`config.mk`:
```
export PLATFORM = sky130hd
export DESIGN_NAME = timer_counter_pg
export DESIGN_NICKNAME = d
export VERILOG_FILES = /design/src/rtl/timer_counter_pg.sv
export SDC_FILE = /design/constraint.sdc
export NUM_CORES = 1
export LEC_CHECK = 0
export CAP_MARGIN = 15
export CORE_MARGIN = 2
export CORE_UTILIZATION = 49
export CTS_CLUSTER_DIAMETER = 80
export DETAILED_ROUTE_END_ITERATION = 6
export PLACE_DENSITY_LB_ADDON = 0.2
export SLEW_MARGIN = 25
export SYNTH_ARGS = -nofsm -noshare
export SYNTH_HDL_FRONTEND = slang
export SYNTH_SLANG_ARGS = --single-unit
```
`constraint.sdc`:
```
create_clock -name clk -period 2.9 [get_ports clk]
set_input_delay 0.58 -clock clk [delete_from_list [all_inputs] [get_ports clk]]
set_output_delay 0.58 -clock clk [all_outputs]
set_load 0.005 [all_outputs]
```
`src/rtl/timer_counter_pg.sv`:
```
// timer_counter_pg
//   Parametrised free-running / compare timer with up/down direction, a
//   power-of-two prescaler, debug halt, 32-bit word access for the counter
//   and compare registers, and a sticky compare-match interrupt with
//   optional auto-reload on the terminal count.
//
// Parameters
//   CNT_W  counter/compare width, multiple of 32 in 32..128
//   PRE_W  prescaler width; divide ratio is 2^min(div_val, PRE_W)
//
// Ports
//   clk, rst            clock, synchronous active-high reset
//   wdata               32-bit write data for any selected word
//   cnt_wr_sel          per-word write select for the counter
//   cmp_wr_sel          per-word write select for the compare register
//   count_clr           clears counter and prescaler
//   cnt_en, halt        counting enable, debug freeze
//   mode_down           0 = up, 1 = down
//   auto_rld            reload on terminal count (cmp when up, 0 when down)
//   div_en, div_val     prescaler enable and exponent
//   int_en, int_clr     interrupt enable, sticky status clear
//   cnt, cmp            register values
//   int_st, int_out     sticky match status, gated interrupt
//   tick                combinational count-step strobe
module timer_counter_pg #(
    parameter int CNT_W = 64,
    parameter int PRE_W = 8
) (
    input  logic                  clk,
    input  logic                  rst,
    input  logic [31:0]           wdata,
    input  logic [CNT_W/32-1:0]   cnt_wr_sel,
    input  logic [CNT_W/32-1:0]   cmp_wr_sel,
    input  logic                  count_clr,
    input  logic                  cnt_en,
    input  logic                  halt,
    input  logic                  mode_down,
    input  logic                  auto_rld,
    input  logic                  div_en,
    input  logic [3:0]            div_val,
    input  logic                  int_en,
    input  logic                  int_clr,
    output logic [CNT_W-1:0]      cnt,
    output logic [CNT_W-1:0]      cmp,
    output logic                  int_st,
    output logic                  int_out,
    output logic                  tick
);

    localparam int NW = CNT_W / 32;
    localparam logic [CNT_W-1:0] CNT_ONE = {{(CNT_W-1){1'b0}}, 1'b1};
    localparam logic [PRE_W:0]   PRE_ONE = {{PRE_W{1'b0}}, 1'b1};
    localparam logic [PRE_W-1:0] PRE_INC = {{(PRE_W-1){1'b0}}, 1'b1};

    logic [CNT_W-1:0] cnt_reg, cnt_next;
    logic [CNT_W-1:0] cmp_reg, cmp_next;
    logic [CNT_W-1:0] cnt_wr_val, cmp_wr_val, cnt_step;
    logic [PRE_W-1:0] pre_reg, pre_next, pre_term;
    logic [PRE_W:0]   pre_term_wide;
    logic [31:0]      div_eff;
    logic             int_st_reg, int_st_next;
    logic             run, match;

    assign run   = cnt_en & ~halt;
    assign match = (cnt_reg == cmp_reg);

    // Exponents beyond the prescaler width saturate to the full range.
    assign div_eff = ({28'd0, div_val} > 32'(PRE_W)) ? 32'(PRE_W) : {28'd0, div_val};

    // Terminal prescaler value 2^div_eff - 1, computed one bit wider so the
    // saturated case yields all-ones in the low PRE_W bits.
    assign pre_term_wide = (PRE_ONE << div_eff) - PRE_ONE;
    assign pre_term      = pre_term_wide[PRE_W-1:0];

    assign tick = run & (~div_en | (pre_reg == pre_term));

    // Word-merge of write data: unselected words keep their current value.
    genvar gi;
    generate
        for (gi = 0; gi < NW; gi++) begin : g_word
            assign cnt_wr_val[32*gi +: 32] = cnt_wr_sel[gi] ? wdata : cnt_reg[32*gi +: 32];
            assign cmp_wr_val[32*gi +: 32] = cmp_wr_sel[gi] ? wdata : cmp_reg[32*gi +: 32];
        end
    endgenerate

    // One count step, including the auto-reload terminal cases.
    always_comb begin
        cnt_step = cnt_reg;
        if (!mode_down) begin
            if (auto_rld && match) begin
                cnt_step = '0;
            end else begin
                cnt_step = cnt_reg + CNT_ONE;
            end
        end else begin
            if (auto_rld && (cnt_reg == '0)) begin
                cnt_step = cmp_reg;
            end else begin
                cnt_step = cnt_reg - CNT_ONE;
            end
        end
    end

    always_comb begin
        // Counter: clear beats write, write beats (and discards) a step.
        cnt_next = cnt_reg;
        if (count_clr) begin
            cnt_next = '0;
        end else if (|cnt_wr_sel) begin
            cnt_next = cnt_wr_val;
        end else if (tick) begin
            cnt_next = cnt_step;
        end

        cmp_next = cmp_wr_val;

        // Prescaler advances independently of counter writes.
        pre_next = pre_reg;
        if (!cnt_en || !div_en || count_clr) begin
            pre_next = '0;
        end else if (halt) begin
            pre_next = pre_reg;
        end else if (tick) begin
            pre_next = '0;
        end else begin
            pre_next = pre_reg + PRE_INC;
        end

        // Sticky status: a new match wins over a simultaneous clear.
        int_st_next = int_st_reg;
        if (match) begin
            int_st_next = 1'b1;
        end else if (int_clr) begin
            int_st_next = 1'b0;
        end
    end

    always_ff @(posedge clk) begin
        if (rst) begin
            cnt_reg    <= '0;
            cmp_reg    <= '1;
            pre_reg    <= '0;
            int_st_reg <= 1'b0;
        end else begin
            cnt_reg    <= cnt_next;
            cmp_reg    <= cmp_next;
            pre_reg    <= pre_next;
            int_st_reg <= int_st_next;
        end
    end

    assign cnt     = cnt_reg;
    assign cmp     = cmp_reg;
    assign int_st  = int_st_reg;
    assign int_out = int_st_reg & int_en;

endmodule

```
# [Word-level counts from Yosys, hierarchy flattened]
# Index checks and enable logic that the tools add are counted.
[word_totals] regBits=137 output_inout_bits=131 wordCells=47
[classes] addsub=4 order_cmp=1 eq_ne=4 shifts=1 mux=11 bitwise=6 n_reduce_logical=14
[op_table] op="2-to-1 mux 64 bit" n=5
[op_table] op="adder 64 x 1 -> 64 bit (second input constant)" n=1
[op_table] op="equality test 64 bit" n=1
[op_table] op="logical NOT 64 bit" n=1
[op_table] op="2-to-1 mux 32 bit" n=2
[op_table] op="subtractor 64 x 1 -> 64 bit (second input constant)" n=1
[op_table] op="adder 8 x 1 -> 8 bit (second input constant)" n=1
[op_table] op="equality test 8 bit" n=1
[op_table] op="2-to-1 mux 8 bit" n=1
[op_table] op="<< shifter 1 x 4 -> 8 bit (first input constant)" n=1
[op_table] op="subtractor 8 x 1 -> 8 bit (second input constant)" n=1
[op_table] op="OR reduction 2 bit" n=3
[op_table] op="greater-than comparator 4 bit (second input constant)" n=1
[op_table] op="2-to-1 mux 4 bit" n=1
[op_table] op="!= test 2 bit (second input constant)" n=2
[op_table] op="AND reduction 2 bit" n=2
[op_table] op="nonzero test 2 bit" n=2
[op_table] op="bitwise AND 1 bit" n=3
[op_table] op="logical AND 1 bit" n=2
[op_table] op="logical NOT 1 bit" n=2
[op_table] op="logical OR 1 bit" n=2
[op_table] op="2-to-1 mux 1 bit" n=2
[op_table] op="NOT 1 bit" n=2
[op_table] op="bitwise OR 1 bit" n=1

# [Depth between registers and ports, before layout]
[depth] ltp_word=9 ltp_mapped=14

# [Worst setup path after synthesis]
# OpenSTA, ideal clock, no wires.
[synth_path] path_kind="register to register" from="register cnt_reg[1], in the netlist cnt[1]" to="register cnt_reg[59], in the netlist cnt[59]" setup_ns=0.117 arrival_ns=3.074 path_slack_ns=-0.292 path_stages_with_launch=12 path_buffers=4 path_cell_list="dfxtp_1 > buf_2 > or4_1 > buf_2 > or4_4 > buf_6 > or4_4 > buf_6 > or3_4 > o22ai_1 > o21ai_0 > a32o_1"
[synth_between] elab_chain_cells=6 word_cells_on_any_way=11 classes_between="2 x add/sub; 1 x eq/ne; 5 x mux; 3 x reduce/logical"
[synth_lines] item="from (decl)" line_no="55" source="logic [CNT_W-1:0] cnt_reg, cnt_next;"
[synth_lines] item="from (signal assigned)" line_no="145" source="cnt_reg <= cnt_next;"
[synth_lines] item="branches (longest 3 deep; another with adder 64 x 1 -> 64 bit)"
[synth_lines] item="2-to-1 mux 64 bit (*)" line_no="89" source="if (!mode_down) begin"
[synth_lines] item="2-to-1 mux 64 bit (*)" line_no="111" source="end else if (tick) begin"
[synth_lines] item="2-to-1 mux 64 bit (*)" line_no="109" source="end else if (|cnt_wr_sel) begin"
# Every way passes the cells marked *. The select of a mux whose other input is x is not followed.
# A chain may end at the register's enable or synchronous reset.

# [Worst setup path in the final report]
[layout_path] from="register cnt_reg[7], in the netlist cnt[7]" to="register cnt_reg[59], in the netlist cnt[59]"
# The elaborated chain is that of the path after synthesis.

==> qor.yml <==
run_status:
  status: "finished with violations"
  violations: "setup timing"
synthesis:
  synth_cell_types: 67
  synth_top_area_cell: "dfxtp_1"
  syn_area_per_cell_um2: 7.64
  synthFlopType: "dfxtp_1"
  yosys_warnings: 0
  synth_enable_flop_cells: 0
  syn_inst: 1317
  synth.area.top_cells: "dfxtp_1 (27%), xor2_1 (9.4%), mux2i_1 (6.5%)"
  synth_common_cells: "nand2_1 (139), dfxtp_1 (137), xor2_1 (108)"
  synth_nets: 1371
  yosysSeqAreaShare_pct: 27.3
  synth.most_common_cell: "nand2_1"
  syn_area_um2: 10100
  yosysTopAreaCellShare_pct: 27.3
  async_reset_ff_share_pct: 0
  ys_seq_elements: 137
sta:
  timing.final.crit_period_ns: 2.97
  setup_tns_ns: -0.146
  setup_viol: 5
  holdWs_ns: 0.531
  rsz0062_at_grt: "true"
  drv_slew: 0
  post-route-period-util_pct: 102
  skew_ns: 0.0110
  fmax_ghz: 0.337
  tightestPinTransition_ns: 0.719
  hold_violations: 0
  relSlewSlack_pct: 52.0
  fin_ws_ns: -0.0681
flow_run:
  max_cap_violations: 0
route:
  wirelength_um: 48200
  drt_pass1_iterations: 5
  post_drt_via_cell_ratio: 6.51
  route.detailed.drc: 0
  drt_iter0_markers: 1741
  final_antenna_net_count: 0
  vias: 12600
  wl_per_cell_um: 24.9
clock_network:
  cts.sinks: 137
  tritoncts: "built"
  clock_latency_ns: 0.44
  hold_buffers: 0
  clockBufferDepth: 2
  cts_root_buf: "clkbuf_16"
  clk_pin_slew_ns: 0.06
  cts_htree_levels: 4
  numCtsBuffers: 17
critical_path:
  endpoint_kind: "flop"
  cp.arrival_ns: 3.29
  cpLargestDelayFamily: "simple AND/OR/NAND/NOR gates"
  crit_type: "reg2reg"
  worstPathMaxFanout: 7
  crit_path_start_kind: "flop"
  required_ns: 3.23
  worst-path-buf-inv: 0
  cpMostUsedCell: "or4_4"
  max_stage_delay_ns: 0.56
  critical_path.slowest_cell: "or4_4"
  cp_cell_sequence: "or4_4 > or4_4 > or4_4 > or3_4 > o22ai_2 > o21ai_1 > a32o_1"
grt:
  grt_pass1_vias: 11700
  overflow: 0
  grt_max_degree: 34
  antenna_found_initial: 0
  grt_pass1_wl_um: 71400
  grt.total_usage_pct: 43.2
floorplan:
  die_height_um: 147
  start_util_pct: 49.9
  rows: 52
  boundaryPins: 181
  die_w_um: 147
  core_area_um2: 20200
  die_area_um2: 21700
pwr:
  p_leak_nw: 5.82
  power.density_nw_per_um2: 427
  finalPower_mw: 6.32
  vdd_drop_max_mv: 0.388
place:
  placedCellCount: 1892
  io_buffer_count: 180
  place.gp.congestion: 1.08
  place_hpwl_um: 36400
finish:
  utilization_pct: 73.3
  fillers: 1586
  finalNonFillerCells: 1932
  fin_nets: 1703
  area_growth_pct: 46.9
  num_antenna_cells: 0
  drive_gt1_share_pct: 23.8
min_path:
  hp-class: "reg2reg"
==> cells by family (layout without fill, tap and decap cells) <==
group	count (synthesis)	count (layout)	synth area share, %
buffers and inverters	148	493	6.05
AOI/OAI and AO/OA	283	283	19.5
adders and majority gates	4	4	0.498
muxes	65	65	6.47
xor gates and xnor gates	174	174	15.2
DFF	137	137	27.3
and+or+nand+nor	506	506	25.1
==> placed cells by master (no fill, tap or decap), types with 6 or more instances in the layout <==
cell and n:
xor2_1 108, inv_1 16, o221ai_1 31, o211ai_1 42, clkdlybuf4s50_1 172, or3_1 11
xnor2_1 64, buf_6 9, nor4_1 43, o21ai_0 52, or2_2 15, a31oi_1 9
nor3_1 41, nor2_1 95, nand4_1 30, clkbuf_16 17, nand2_1 139, or4_1 6
mux2i_1 65, a21oi_1 53, or4_4 11, dfxtp_1 124, a211oi_1 10, o31ai_1 11
a32o_1 16, buf_4 242, buf_12 9, dfxtp_2 9, nand3_1 55
==> layout make-up <==
class / instances / area (µm²) / share of cell area [%]
well taps: 270 / 338 / 2.29
clock buffers: 20 / 457 / 3.09
inverters: 21 / 78.8 / 0.533
multi-input cells: 1032 / 7110 / 48.1
flip-flops and latches: 137 / 2770 / 18.7
repair buffers: 440 / 3860 / 26.1
clock inverters: 12 / 165 / 1.12
==> metrics by stage <==
step	worst slack (ns)	cell area (µm²)
6_report	-0.0681	14800
5_1_grt	-0.121	14800
4_1_cts	-0.157	14600
3_5_place_dp	-0.715	13800
3_3_place_gp	-0.629	13800
2_1_floorplan	-0.189	10300
==> timing repair <==
item                                    CTS  global route
resized for setup                        41            50
endpoints found under the setup margin   60            51
pin swaps                                 9            29
buffers inserted                          5             3
==> worst reg2reg max path: stages (launching register included) <==
cell,delay (ns)
dfxtp_2,0.34
or4_4,0.54
or4_4,0.55
or4_4,0.56
or3_4,0.42
o22ai_2,0.13
o21ai_1,0.09
a32o_1,0.22
==> routing by layer <==
metal,part of all wire (%),GRT usage (%)
met1,37,56.3
met2,44,68.0
met3,13,10.1
met4,5.8,20.1
met5,0,0
==> power breakdown <==
part / internal, mW / total, mW / switching, mW
registers: 1.97 / 2.09 / 0.118
logic: 0.861 / 1.86 / 1.00
clock network: 1.41 / 2.36 / 0.949
==> path summary, 6_finish.rpt <==
kind / start / to / slack (ns) / cells after the start
worst max-delay path: cnt[7]$_SDFFE_PP0P_ / cnt[59]$_SDFFE_PP0P_ / -0.07 / 7
worst min register to register: int_st$_SDFFE_PP0P_ / int_st$_SDFFE_PP0P_ / 0.53 / 2
worst max register to register: cnt[7]$_SDFFE_PP0P_ / cnt[59]$_SDFFE_PP0P_ / -0.07 / 7
worst min-delay path: int_st$_SDFFE_PP0P_ / int_st$_SDFFE_PP0P_ / 0.53 / 2
Power figures use the tool's default switching activity.
